==> config.mk <==
export PLATFORM = sky130hd
export DESIGN_NAME = apb_slave_regfile_flat
export DESIGN_NICKNAME = d
export VERILOG_FILES = /design/src/rtl/apb_pkg.sv /design/src/rtl/device_if.sv /design/src/rtl/apb_slave_fsm.sv /design/src/rtl/apb_slave_regfile.sv /design/src/flat_wrapper.sv
export SDC_FILE = /design/constraint.sdc
export NUM_CORES = 1
export LEC_CHECK = 0
export CAP_MARGIN = 20
export CORE_UTILIZATION = 50
export CTS_CLUSTER_SIZE = 30
export DETAILED_ROUTE_END_ITERATION = 8
export GPL_TIMING_DRIVEN = 0
export PLACE_DENSITY = 0.79
export SYNTH_ARGS = -nofsm -noshare
export SYNTH_HDL_FRONTEND = slang
export SYNTH_SLANG_ARGS = --single-unit
==> constraint.sdc <==
create_clock -name PCLK -period 4.89 [get_ports PCLK]
set_clock_uncertainty 0.05 [all_clocks]
set_input_delay 0.978 -clock PCLK [delete_from_list [all_inputs] [get_ports PCLK]]
set_output_delay 0.978 -clock PCLK [all_outputs]
set_load 0.02 [all_outputs]
==> src/rtl/apb_pkg.sv <==
// Shared APB types and sizes for the register-file completer and its bus interface.
// Bus widths live here so the interface and the design always agree.
package apb_pkg;

    localparam int PADDR_SIZE = 4;
    localparam int PDATA_SIZE = 8;
    localparam int PSTRB_SIZE = PDATA_SIZE / 8;
    localparam int CNT_W      = 4;

    typedef logic [PADDR_SIZE-1:0] apb_addr_t;
    typedef logic [PDATA_SIZE-1:0] apb_data_t;
    typedef logic [PSTRB_SIZE-1:0] apb_strb_t;

    typedef enum logic [1:0] {
        IDLE,
        WAIT,
        ACCESS
    } apb_state_e;

    // Request fields captured at the setup phase
    typedef struct packed {
        apb_addr_t addr;
        logic      write;
        apb_data_t wdata;
        apb_strb_t strb;
    } apb_req_t;

endpackage

==> src/rtl/device_if.sv <==
// APB bus bundle between a requester (master) and the register-file completer (slave).
interface device_if;
    import apb_pkg::*;

    logic      PSEL;
    logic      PENABLE;
    apb_addr_t PADDR;
    apb_strb_t PSTRB;
    apb_data_t PWDATA;
    logic      PWRITE;
    apb_data_t PRDATA;
    logic      PREADY;
    logic      PSLVERR;

    modport master (
        output PSEL, PENABLE, PADDR, PSTRB, PWDATA, PWRITE,
        input  PRDATA, PREADY, PSLVERR
    );

    modport slave (
        input  PSEL, PENABLE, PADDR, PSTRB, PWDATA, PWRITE,
        output PRDATA, PREADY, PSLVERR
    );

endinterface

==> src/rtl/apb_slave_fsm.sv <==
// Transfer sequencer: latches the setup-phase request, counts wait states, drives PREADY
// and emits a one-cycle commit pulse together with the latched request.
module apb_slave_fsm
    import apb_pkg::*;
#(
    parameter int WAIT_STATES = 1
) (
    input  logic      PCLK,
    input  logic      PRESETn,
    input  logic      psel_i,
    input  logic      penable_i,
    input  apb_req_t  bus_req_i,
    output logic      pready_o,
    output logic      resp_set_o,
    output apb_addr_t resp_addr_o,
    output logic      resp_write_o,
    output logic      commit_o,
    output apb_req_t  commit_req_o
);

    localparam logic [CNT_W-1:0] WAIT_CNT = CNT_W'(WAIT_STATES);
    localparam logic [CNT_W-1:0] CNT_LAST = CNT_W'(1);
    localparam bit               NO_WAIT  = (WAIT_STATES == 0);

    apb_state_e       state_q;
    logic [CNT_W-1:0] cnt_q;
    apb_req_t         req_q;
    logic             pready_q;

    logic setup_seen;
    logic wait_done;

    assign setup_seen = (state_q == IDLE) && psel_i && !penable_i;
    assign wait_done  = (state_q == WAIT) && psel_i && (cnt_q == CNT_LAST);

    // The response is loaded on the same edge that raises PREADY
    assign resp_set_o = PRESETn && ((setup_seen && NO_WAIT) || wait_done);
    assign commit_o   = PRESETn && (state_q == ACCESS) && psel_i && penable_i && pready_q;

    // With zero wait states the response edge is the setup edge, so use the live fields
    assign resp_addr_o  = (state_q == IDLE) ? bus_req_i.addr  : req_q.addr;
    assign resp_write_o = (state_q == IDLE) ? bus_req_i.write : req_q.write;

    assign commit_req_o = req_q;
    assign pready_o     = pready_q;

    always_ff @(posedge PCLK) begin
        if (!PRESETn) begin
            state_q  <= IDLE;
            cnt_q    <= '0;
            req_q    <= '0;
            pready_q <= 1'b0;
        end else begin
            // NOTE: non-blocking assignments only; the default below is overridden by later
            // assignments in the same edge, and every read sees the pre-edge value.
            pready_q <= 1'b0;
            case (state_q)
                IDLE: begin
                    if (setup_seen) begin
                        req_q <= bus_req_i;
                        cnt_q <= WAIT_CNT;
                        if (NO_WAIT) begin
                            pready_q <= 1'b1;
                            state_q  <= ACCESS;
                        end else begin
                            state_q  <= WAIT;
                        end
                    end
                end
                WAIT: begin
                    if (!psel_i) begin
                        state_q <= IDLE;
                        cnt_q   <= '0;
                    end else begin
                        cnt_q <= cnt_q - CNT_LAST;
                        if (wait_done) begin
                            pready_q <= 1'b1;
                            state_q  <= ACCESS;
                        end
                    end
                end
                ACCESS: begin
                    // Completion or abort: PREADY is high for exactly this one cycle
                    state_q <= IDLE;
                end
                default: begin
                    state_q <= IDLE;
                end
            endcase
        end
    end

endmodule

==> src/rtl/apb_slave_regfile.sv <==
// APB completer holding NUM_REGS byte-lane-writable registers with configurable wait states,
// out-of-range error response and a flat export of all register contents.
module apb_slave_regfile
    import apb_pkg::*;
#(
    parameter int NUM_REGS    = 12,
    parameter int WAIT_STATES = 1
) (
    input  logic                           PCLK,
    input  logic                           PRESETn,
    device_if.slave                        bus,
    output logic [NUM_REGS*PDATA_SIZE-1:0] reg_q
);

    apb_req_t  bus_req;
    apb_req_t  commit_req;
    apb_addr_t resp_addr;
    logic      resp_write;
    logic      resp_set;
    logic      commit;
    logic      pready;

    logic [NUM_REGS-1:0][PDATA_SIZE-1:0] regs_q;
    logic [NUM_REGS-1:0][PDATA_SIZE-1:0] regs_d;
    apb_data_t rd_data;
    apb_data_t prdata_q;
    apb_data_t prdata_d;
    logic      pslverr_q;
    logic      pslverr_d;

    // Full-width compare: addresses at or above NUM_REGS never alias onto a register
    function automatic logic in_range(input apb_addr_t addr);
        return 32'(addr) < 32'(NUM_REGS);
    endfunction

    assign bus_req = '{addr: bus.PADDR, write: bus.PWRITE, wdata: bus.PWDATA, strb: bus.PSTRB};

    apb_slave_fsm #(
        .WAIT_STATES(WAIT_STATES)
    ) u_fsm (
        .PCLK         (PCLK),
        .PRESETn      (PRESETn),
        .psel_i       (bus.PSEL),
        .penable_i    (bus.PENABLE),
        .bus_req_i    (bus_req),
        .pready_o     (pready),
        .resp_set_o   (resp_set),
        .resp_addr_o  (resp_addr),
        .resp_write_o (resp_write),
        .commit_o     (commit),
        .commit_req_o (commit_req)
    );

    always_comb begin
        // NOTE: every combinational output gets a default first, so no path infers a latch.
        rd_data = '0;
        for (int i = 0; i < NUM_REGS; i++) begin
            if (resp_addr == PADDR_SIZE'(i)) begin
                rd_data = regs_q[i];
            end
        end
    end

    // Response is non-zero only on the edge that raises PREADY, so it clears with PREADY
    always_comb begin
        prdata_d  = '0;
        pslverr_d = 1'b0;
        if (resp_set) begin
            if (!in_range(resp_addr)) begin
                pslverr_d = 1'b1;
            end else if (!resp_write) begin
                prdata_d = rd_data;
            end
        end
    end

    always_comb begin
        regs_d = regs_q;
        if (commit && commit_req.write && in_range(commit_req.addr)) begin
            for (int i = 0; i < NUM_REGS; i++) begin
                if (commit_req.addr == PADDR_SIZE'(i)) begin
                    for (int b = 0; b < PSTRB_SIZE; b++) begin
                        if (commit_req.strb[b]) begin
                            regs_d[i][b*8 +: 8] = commit_req.wdata[b*8 +: 8];
                        end
                    end
                end
            end
        end
    end

    always_ff @(posedge PCLK) begin
        if (!PRESETn) begin
            // NOTE: the whole register file is reset; downstream logic relies on a known zero image.
            regs_q    <= '0;
            prdata_q  <= '0;
            pslverr_q <= 1'b0;
        end else begin
            regs_q    <= regs_d;
            prdata_q  <= prdata_d;
            pslverr_q <= pslverr_d;
        end
    end

    assign bus.PREADY  = pready;
    assign bus.PRDATA  = prdata_q;
    assign bus.PSLVERR = pslverr_q;
    assign reg_q       = regs_q;

endmodule
==> src/flat_wrapper.sv <==
// flat-port wrapper written by rule: the top's interface ports become plain ports
module apb_slave_regfile_flat import apb_pkg::*;
#(
    parameter int NUM_REGS    = 12,
    parameter int WAIT_STATES = 1
)
  (PCLK, PRESETn, reg_q, bus_PSEL, bus_PENABLE, bus_PADDR, bus_PSTRB, bus_PWDATA, bus_PWRITE, bus_PRDATA, bus_PREADY, bus_PSLVERR);
  device_if bus_i ();
  input  logic PCLK;
  input  logic PRESETn;
  output logic [NUM_REGS*PDATA_SIZE-1:0] reg_q;
  input wire logic [$bits(bus_i.PSEL)-1:0] bus_PSEL;
  input wire logic [$bits(bus_i.PENABLE)-1:0] bus_PENABLE;
  input wire logic [$bits(bus_i.PADDR)-1:0] bus_PADDR;
  input wire logic [$bits(bus_i.PSTRB)-1:0] bus_PSTRB;
  input wire logic [$bits(bus_i.PWDATA)-1:0] bus_PWDATA;
  input wire logic [$bits(bus_i.PWRITE)-1:0] bus_PWRITE;
  output wire logic [$bits(bus_i.PRDATA)-1:0] bus_PRDATA;
  output wire logic [$bits(bus_i.PREADY)-1:0] bus_PREADY;
  output wire logic [$bits(bus_i.PSLVERR)-1:0] bus_PSLVERR;
  assign bus_i.PSEL = bus_PSEL;
  assign bus_i.PENABLE = bus_PENABLE;
  assign bus_i.PADDR = bus_PADDR;
  assign bus_i.PSTRB = bus_PSTRB;
  assign bus_i.PWDATA = bus_PWDATA;
  assign bus_i.PWRITE = bus_PWRITE;
  assign bus_PRDATA = bus_i.PRDATA;
  assign bus_PREADY = bus_i.PREADY;
  assign bus_PSLVERR = bus_i.PSLVERR;
  apb_slave_regfile #(.NUM_REGS(NUM_REGS), .WAIT_STATES(WAIT_STATES)) u_core (.PCLK(PCLK), .PRESETn(PRESETn), .bus(bus_i), .reg_q(reg_q));
endmodule
==> Word-level counts from Yosys, hierarchy flattened <==
Index checks and enable logic that the tools add are counted.
{ "op_classes": {"n_addsub": 1, "multipliers": 0, "n_div": 0, "magnitude_cmp": 2, "eq_ne": 27, "shift": 0, "mux": 23, "bitwise_logic": 3, "reduce_logical": 34} }
{ "ops": {"columns": ["op", "n"], "rows": [
  ["$mux 8", 12],
  ["$reduce_and 3->1", 13],
  ["$eq 4x3->1 const B", 8],
  ["$eq 4x4->1 const B", 8],
  ["$eq 4x2->1 const B", 4],
  ["$eq 4x1->1 const B", 3],
  ["$mux 4", 3],
  ["$logic_and 1x1->1", 11],
  ["$logic_not 4->1", 2],
  ["$lt 4x4->1 const B", 2],
  ["$pmux 4 s2", 1],
  ["$reduce_and 2->1", 4],
  ["$mux 2", 3],
  ["$pmux 2 s2", 1],
  ["$reduce_or 4->1", 1],
  ["$sub 4x1->4 const B", 1],
  ["$mux 1", 3],
  ["$ne 3x3->1 const B", 1],
  ["$not 1->1", 3],
  ["$eq 2x1->1 const B", 1],
  ["$eq 2x2->1 const B", 1],
  ["$logic_not 2->1", 1],
  ["$ne 2x2->1 const B", 1],
  ["$reduce_bool 2->1", 1],
  ["$logic_not 1->1", 1]
]} }
{ "totals": {"ff_bits": 126, "latch_bits": 0, "ram_bits": 0, "mem_bits_ro": 0, "in_bits": 18, "output_inout_bits": 106, "mem_count": 0} }

==> Logic depth before layout (Yosys ltp) <==
Gate-level depths: netlist of run 1.
{ "logic_depth": {"ltp_word": 15, "mapped_depth": 9, "ltp_nobuf": 7} }

==> Modules after synthesis <==
A second synthesis of run 1 with hierarchy kept.
{ "unflattened": {"hier_cells": 606, "hier_area_um2": 6123.4} }
{ "modules_own_cells": {"columns": ["mod", "instances", "cells_each", "area_each_um2", "seq_area_each_um2"], "rows": [
  ["apb_slave_regfile", 1, 494, 5147.4, 2102.0],
  ["apb_slave_fsm", 1, 112, 975.9, 420.4]
]} }

==> Least setup slack after synthesis of run 1 <==
No wires, ideal clock.
{ "synth_timing": {"path_kind": "input to register", "from": "input PRESETn", "to": "register u_core.regs_q (netlist bit u_core.reg_q[83])", "setup_time_ps": 116, "arrival_ps": 2473, "required_time_ps": 4724, "setup_slack_ps": 2251, "path_stages": 8, "n_path_buf": 2, "cell_sequence": "buf_2 nand4_1 a2111oi_4 nand2_1 or2_1 buf_2 mux2i_1 nor2b_1"} }
{ "synth_via": {"elab_chain_len": 7} }
{ "synth_rtl": {"columns": ["item", "line", "text"], "rows": [
  ["start: declaration", "flat_wrapper.sv:10", "input logic PRESETn;"],
  ["$logic_and 1x1->1 (4 in a row)", "apb_slave_fsm.sv:38", "assign commit_o = PRESETn && (state_q == ACCESS) && psel_i && penable_i && pready_q;"],
  ["$logic_and 1x1->1 (2 in a row)", "apb_slave_regfile.sv:79", "if (commit && commit_req.write && in_range(commit_req.addr)) begin"],
  ["$reduce_and 3->1 (no line)", null, null],
  ["end signal: assignment", "apb_slave_regfile.sv:99", "regs_q <= regs_d;"],
  ["end: declaration", "apb_slave_regfile.sv:23", "logic [NUM_REGS-1:0][PDATA_SIZE-1:0] regs_q;"]
]} }
Parallel ways exist; a longest one is shown, timed or not.
A chain may end at the register's enable or synchronous reset.

==> Worst setup path in the final report of run 1 <==
{ "layout_timing": {"from": "input bus_PADDR[0]", "to": "register u_core.prdata_q[5] (netlist: u_core.bus.PRDATA[5])"} }
{ "layout_via": {"elab_chain_len": 14, "word_cells_on_any_way": 28, "classes_between": "order compare: 1; eq/ne: 11; mux: 13; bitwise: 1; reduce/logical: 2"} }
{ "layout_rtl": {"columns": ["item", "line", "text"], "rows": [
  ["start: declaration", "flat_wrapper.sv:14", "input wire logic [$bits(bus_i.PADDR)-1:0] bus_PADDR;"],
  ["$mux 4 *", "apb_slave_fsm.sv:41", "assign resp_addr_o = (state_q == IDLE) ? bus_req_i.addr : req_q.addr;"],
  ["$logic_not 4->1", "apb_slave_regfile.sv:58", "if (resp_addr == PADDR_SIZE'(i)) begin"],
  ["$mux 8 (12 in a row)", "apb_slave_regfile.sv:58", null],
  ["end signal: assignment", "apb_slave_regfile.sv:100", "prdata_q <= prdata_d;"],
  ["end: declaration", "apb_slave_regfile.sv:26", "apb_data_t prdata_q;"]
]} }
Mark *: on every way between the ends. The rest lies on a longest branch, timed or not.

==> flow_summary.yaml, run 1 <==
global_route:
  use_met2_pct: 48.3
  grt_util_met1_pct: 39.9
  grt.overflow.total: 0
  grt_pass1_wl_mm: 28.8
  met3_usage_pct: 5.49
  grt_max_degree: 17
  track_usage_pct: 30.4
  grt.busiest_layer: "met2"
  antenna_found_initial: 0
  grt_pass1_vias: 5297
logic_synthesis:
  ys_seq_area_share_pct: 42.8
  syn_avg_cell_area_um2: 9.89
  synth_ff_type: "dfxtp_1"
  synthSimpleGateAreaFrac_pct: 21.9
  synth_top_family_by_area: "simple AND/OR/NAND/NOR gates"
  synth_xor_area_share_pct: 0
  synth_area_mm2: 0.00590
  syn_inst: 596
  ys_types: 62
  synthAdderAreaFrac_pct: 0.424
  ys_seq_elements: 126
  synth_compound_area_share_pct: 12.4
  synth_edf_count: 0
  synth_async_sr_flop_share_pct: 0
  synth_nets: 616
  ys.warnings.count: 0
  synth_mux_area_share_pct: 19.2
final_layout:
  final_cell_mix: "dfxtp_1 (126), clkdlybuf4s50_1 (122), mux2i_1 (105)"
  final_common_cell: "dfxtp_1"
  antenna_cells: 0
  final_util_pct: 68.8
  area_growth_pct: 33.9
  final_cell_area_mm2: 0.00789
  num-fill-cells: 886
  num-nets-final: 757
  drive_above_1_share_pct: 8.40
sta:
  worst_pin_slew_ns: 0.916
  timing.final.crit_share_pct: 65.4
  fin_ws_ns: 1.69
  finalSetupViolCount: 0
  period_needed_ns: 3.20
  fmax_ghz: 0.313
  finalSetupTns_ns: 0
  whs_ns: 0.416
  hold_violations: 0
  drv_slew: 0
  rsz0062_at_grt: "false"
  max_slew_margin_pct: 38.4
min_path:
  hold_depth: 1
  hold_path.class: "flip-flop to flip-flop"
  min_to: "u_core.u_fsm.cnt_q[3]$_SDFFE_PN0P_"
  hp-start: "u_core.u_fsm.cnt_q[3]$_SDFFE_PN0P_"
floorplanning:
  die_area_mm2: 0.0122
  die_x_um: 111
  fp.coreArea_mm2: 0.0115
  initial_core_util_pct: 51.4
  io_pins: 124
  die_h_um: 111
  rows: 39
setup_path:
  crit_chain: "clkdlybuf4s50_1, or4b_1, o21ai_1, buf_2, a22oi_1, a21oi_1, o21ai_0, a21boi_1"
  crit_fanout: 10
  startpoint_type: "input pin"
  rr_endpoint: "u_core.bus.PRDATA[0]$_SDFF_PP0_"
  worstSetupEndpointType: "flip-flop"
  path_class: "input pin to flip-flop"
  critPathMaxStageDelay_ns: 0.58
  path_buf_inv: 2
  critPathRequiredTime_ns: 5.18
  r2r_start: "u_core.u_fsm.state_q[1]$_SDFFE_PN0P_"
  slowest_stage: "or4b_1"
  rr_worst_depth: 7
  crit_family: "compound AO/OA/AOI/OAI gates"
  r2r_slack_ns: 2.26
  worstPathArrival_ns: 3.49
  cp.depth: 8
drt:
  first_pass_iters: 5
  num_vias: 5250
  wl_per_cell_um: 20.8
  drc: 0
  drt_iter0_markers: 483
  routed_via_density: 5.88
  postRouteAntennaNets: 0
  wirelength_mm: 18.6
clock_tree:
  htreeDepth: 4
  clock_sinks: 126
  cts_buffer_depth: 2
  hold_buffers: 0
  path_clk_slew_ns: 0.06
  cts_buffers: 17
  cts_tree: "yes"
  cts_root_buf: "clkbuf_16"
  clk_latency_ns: 0.42
  cts_setup_buffers: 0
  cts_resized: 0
power:
  p_per_area_mw_per_mm2: 318
  ir_drop_uv: 218
  p_leak_uw: 0.00302
run:
  cap_violations: 0
placement:
  gp_congestion: 0.956
  io_buffers: 122
  dp_hpwl_mm: 13.6
  post_dp_cell_area_mm2: 0.00730
  dp_slack_ns: 1.34
status:
  outcome: "complete, no violations"
-- cell usage after synthesis, types with 3 or more instances --
cell type,number,area (um2)
a222oi_1,5,50.1
nor2b_1,100,626
and3_1,4,25.0
mux2i_1,105,1050
nor3_1,4,20.0
and2_1,4,25.0
buf_2,8,40.0
nand3_1,3,15.0
o32ai_1,4,35.0
nand3b_1,5,37.5
and4_1,3,26.3
mux2_1,3,33.8
nand2_1,44,165
clkbuf_1,27,101
nor2_8,3,60.1
a22oi_1,5,37.5
o21ai_0,12,60.1
inv_1,3,11.3
a221oi_1,6,52.6
dfxtp_1,126,2520
a21boi_0,14,105
o22ai_1,9,56.3
a31oi_1,3,18.8
o21a_1,3,22.5
nor2_1,26,97.6
o21ai_1,3,15.0
a22o_1,4,35.0
o32a_1,4,40.0
mux2_2,3,33.8
nor2_4,3,33.8
a21oi_1,8,40.0
-- power breakdown --
group | total (uW) | switching [uW] | internal [uW]
registers | 1040 | 8.90 | 1030
clock network | 1280 | 480 | 801
logic | 183 | 115 | 68.3
-- kinds of logic after synthesis --
kind of cell	Yosys count
AOI/OAI and AO/OA	96
adders and majority gates	2
buffers and inverters	43
DFF	126
muxes	112
and+or+nand+nor	217
-- cell type report --
| cell class | count | area (um2) | area share, % |
|---|---|---|---|
| timing repair buffer | 122 | 1220 | 15.5 |
| tap | 143 | 179 | 2.27 |
| clock inverter | 14 | 168 | 2.12 |
| sequential | 126 | 2520 | 32.0 |
| multi-input combinational | 427 | 3180 | 40.3 |
| buffer | 39 | 175 | 2.22 |
| clock buffer | 18 | 429 | 5.44 |
| inverter | 4 | 15.0 | 0.190 |
-- metrics by stage --
stage	total power, uW	instances
after floorplan	1180	596
after global placement	1240	861
after detailed placement	1240	861
after CTS	2500	893
after global routing	2570	893
final	2510	893
-- routing by layer --
layer | routed length (um) | up-vias
met5 | 0 | -
li1 | - | 2405
met3 | 1440 | 49
met2 | 8560 | 290
met1 | 8000 | 2506
met4 | 592 | 0
-- worst reg2reg max path, delay by kind of cell (launching register included) --
family | cells | cell delay [ns]
AOI/OAI and AO/OA | 5 | 1.62
DFF | 1 | 0.39
and+or+nand+nor | 1 | 0.26
buffers and inverters | 1 | 0.18
-- registers in the layout, indices dropped and copies added (netlist names) --
signal                     count
u_core.u_fsm.commit_req_o     14
u_core.bus.PRDATA              8
u_core.reg_q                  96
u_core.u_fsm.state_q           2
u_core.u_fsm.cnt_q             4
u_core.u_fsm.pready_o          1
u_core.bus.PSLVERR             1
-- worst max path at each step --
stage	startpoint	endpoint	slack, ns
after floorplan	PRESETn	u_core.reg_q[83]$_SDFFE_PN0P_	2.25
after global placement	bus_PADDR[0]	u_core.bus.PRDATA[5]$_SDFF_PP0_	1.31
after detailed placement	bus_PADDR[0]	u_core.bus.PRDATA[5]$_SDFF_PP0_	1.34
after CTS	bus_PADDR[0]	u_core.bus.PRDATA[5]$_SDFF_PP0_	1.75
after global routing	bus_PADDR[0]	u_core.bus.PRDATA[5]$_SDFF_PP0_	1.59
final	bus_PADDR[0]	u_core.bus.PRDATA[5]$_SDFF_PP0_	1.69
No activity file was read; power rests on OpenSTA's default activity.
==> run 2, diff against run 1 <==
==> constraint.sdc (replaced) <==
create_clock -name PCLK -period 2.95 [get_ports PCLK]
set_clock_uncertainty 0.05 [all_clocks]
set_input_delay 0.59 -clock PCLK [delete_from_list [all_inputs] [get_ports PCLK]]
set_output_delay 0.59 -clock PCLK [all_outputs]
set_load 0.02 [all_outputs]
==> results of run 2 <==
Same layout as run 1 (identical final DEF). Status: complete, no violations.
Among the figures that moved: setup slack after placement 1.34 ns -> -0.216 ns; setup slack after layout 1.69 ns -> 0.140 ns; register-to-register setup slack 2.26 ns -> 0.32 ns; total power 2510 uW -> 4160 uW; worst IR drop on VDD 218 uV -> 362 uV
==> run 3, diff against run 2 <==
--- a/config.mk
+++ b/config.mk
@@ -6,11 +6,12 @@
 export NUM_CORES = 1
 export LEC_CHECK = 0
 export CAP_MARGIN = 20
-export CORE_UTILIZATION = 50
+export CORE_UTILIZATION = 46
 export CTS_CLUSTER_SIZE = 30
 export DETAILED_ROUTE_END_ITERATION = 8
 export GPL_TIMING_DRIVEN = 0
-export PLACE_DENSITY = 0.79
+export PLACE_DENSITY = 0.76
+export SLEW_MARGIN = 20
 export SYNTH_ARGS = -nofsm -noshare
 export SYNTH_HDL_FRONTEND = slang
 export SYNTH_SLANG_ARGS = --single-unit
==> constraint.sdc (replaced) <==
create_clock -name PCLK -period 2.5 [get_ports PCLK]
set_clock_uncertainty 0.05 [all_clocks]
set_input_delay 0.5 -clock PCLK [delete_from_list [all_inputs] [get_ports PCLK]]
set_output_delay 0.5 -clock PCLK [all_outputs]
set_load 0.02 [all_outputs]
==> flow_summary.yaml, run 3 (synthesized netlist as in run 1, its figures left out) <==
status:
  outcome: "complete, no violations"
drt:
  first_pass_iters: 5
  wl_per_cell_um: 20.7
  drt_iter0_markers: 419
  wirelength_mm: 19.0
  num_vias: 5208
  routed_via_density: 5.67
  postRouteAntennaNets: 0
  drc: 0
sta:
  fmax_ghz: 0.405
  worst_pin_slew_ns: 0.656
  hold_violations: 0
  finalSetupViolCount: 0
  max_slew_margin_pct: 56.1
  rsz0062_at_grt: "true"
  timing.final.crit_share_pct: 98.7
  finalSetupTns_ns: 0
  period_needed_ns: 2.47
  drv_slew: 0
global_route:
  grt_util_met1_pct: 39.7
  track_usage_pct: 29.7
  grt.overflow.total: 0
  grt_pass1_vias: 5116
  use_met2_pct: 47.5
  antenna_found_initial: 0
  met3_usage_pct: 6.11
  grt.busiest_layer: "met2"
  grt_pass1_wl_mm: 29.0
  grt_max_degree: 17
setup_path:
  critPathMaxStageDelay_ns: 0.55
  r2r_slack_ns: 0.04
  r2r_start: "u_core.u_fsm.state_q[0]$_SDFFE_PN0P_"
  startpoint_type: "input pin"
  slowest_stage: "clkdlybuf4s50_1"
  crit_fanout: 10
  critPathRequiredTime_ns: 2.72
  path_class: "input pin to flip-flop"
  crit_chain: "clkdlybuf4s50_1, mux2_1, buf_4, buf_6, mux2_1, a222oi_1, o32ai_1"
  worstSetupEndpointType: "flip-flop"
  rr_endpoint: "u_core.bus.PRDATA[4]$_SDFF_PP0_"
  cp_common_cell: "mux2_1"
  worstPathArrival_ns: 2.69
  rr_worst_depth: 7
final_layout:
  final_common_cell: "dfxtp_1"
  area_growth_pct: 36.1
  antenna_cells: 0
  final_cells: 918
  drive_above_1_share_pct: 9.73
  num-fill-cells: 976
  num-nets-final: 758
  final_cell_mix: "dfxtp_1 (126), clkdlybuf4s50_1 (122), mux2i_1 (104)"
  largest_register_ffs: 96
floorplanning:
  die_h_um: 115
  rows: 40
  die_area_mm2: 0.0133
  die_x_um: 115
  initial_core_util_pct: 48.1
  fp.coreArea_mm2: 0.0123
  io_pins: 124
placement:
  dp_hpwl_mm: 13.8
  io_buffers: 122
  gp_congestion: 0.882
  place_inst: 886
clock_tree:
  cts_tree: "yes"
  htreeDepth: 4
  cts_buffer_depth: 2
  cts_root_buf: "clkbuf_16"
  cts_buffers: 17
  clk_latency_ns: 0.42
  path_clk_slew_ns: 0.06
  clock_sinks: 126
  hold_buffers: 0
power:
  switching_power_uw: 1150
  p_sw_share_pct: 23.0
  p_per_area_mw_per_mm2: 624
  sequentialPowerShare_pct: 40.8
  power_frac_comb_pct: 7.3
  p_leak_uw: 0.00304
  p_clk_share_pct: 51.9
  p_int_uw: 3860
  ir_drop_uv: 466
min_path:
  hold_depth: 1
  hold_path.class: "flip-flop to flip-flop"
  min_to: "u_core.u_fsm.cnt_q[3]$_SDFFE_PN0P_"
  hp-start: "u_core.u_fsm.cnt_q[3]$_SDFFE_PN0P_"
run:
  cap_violations: 0
## run 3: cell types whose count changed in the layout (fill, tap and decap cells not counted), moves of 2 or more
cell	previous run	this run
clkbuf_1	28	25
clkbuf_2	0	2
clkbuf_8	0	5
clkinv_2	4	2
clkinv_4	2	0
o21ai_1	3	0
o21ai_2	0	3
## run 3: cell type report
| class | instances | area, um2 | area share (%) |
|---|---|---|---|
| repair buffers | 123 | 1240 | 15.5 |
| multi-input cells | 427 | 3220 | 40.2 |
| well taps | 168 | 210 | 2.62 |
| clock buffers | 22 | 494 | 6.16 |
| plain buffers | 39 | 184 | 2.29 |
| inverters | 4 | 15.0 | 0.187 |
| clock inverters | 9 | 131 | 1.64 |
| flip-flops and latches | 126 | 2520 | 31.4 |
## run 3: power groups by stage
stage               clock, uW  sequential [uW]  combinational (uW)
CTS                      2600             2040                 357
global route             2700             2040                 392
global placement            0             2080                 344
floorplan                   0             2080                 224
finish                   2600             2040                 368
detailed placement          0             2080                 351
## run 3: worst max-delay path, delay by kind of cell
kind / cells / cell delay (ns)
buf+inv: 3 / 0.92
compound gates: 2 / 0.59
mux: 2 / 0.66
## run 3: worst max-delay path by stage
| stage | start | to | depth (start not counted) |
|---|---|---|---|
| 2_1_floorplan | PRESETn | u_core.reg_q[83]$_SDFFE_PN0P_ | 8 |
| 3_3_place_gp | bus_PADDR[0] | u_core.bus.PRDATA[5]$_SDFF_PP0_ | 8 |
| 3_5_place_dp | bus_PADDR[0] | u_core.bus.PRDATA[5]$_SDFF_PP0_ | 8 |
| 4_1_cts | bus_PADDR[0] | u_core.bus.PRDATA[4]$_SDFF_PP0_ | 7 |
| 5_1_grt | bus_PADDR[0] | u_core.bus.PRDATA[4]$_SDFF_PP0_ | 7 |
| 6_report | bus_PADDR[0] | u_core.bus.PRDATA[4]$_SDFF_PP0_ | 7 |
## run 3: what timing repair did
item,4_1_cts,5_1_grt
buffers inserted,0,1
endpoints found under the setup margin,6,26
pin swaps,0,5
endpoints found under the hold margin,0,0
gates resized for setup,7,8
## run 3: per-stage QoR
step	total power (uW)	setup WS [ns]	hold WS, ns	utilization (%)	area [um2]
finish	5010	0.0321	0.418	65.4	8020
global route	5140	-0.0568	0.455	65.4	8020
CTS	5000	0.0217	0.409	65.1	7980
detailed placement	2430	-0.627	0.400	59.8	7330
global placement	2430	-0.626	0.390	59.8	7330
floorplan	2300	0.339	0.373	-	5900
## run 3: per-layer routing
| metal | wire (um) | up-vias |
|---|---|---|
| met5 | 0 | - |
| met4 | 385 | 0 |
| met3 | 1350 | 39 |
| met2 | 8680 | 263 |
| met1 | 8600 | 2501 |
| li1 | - | 2405 |
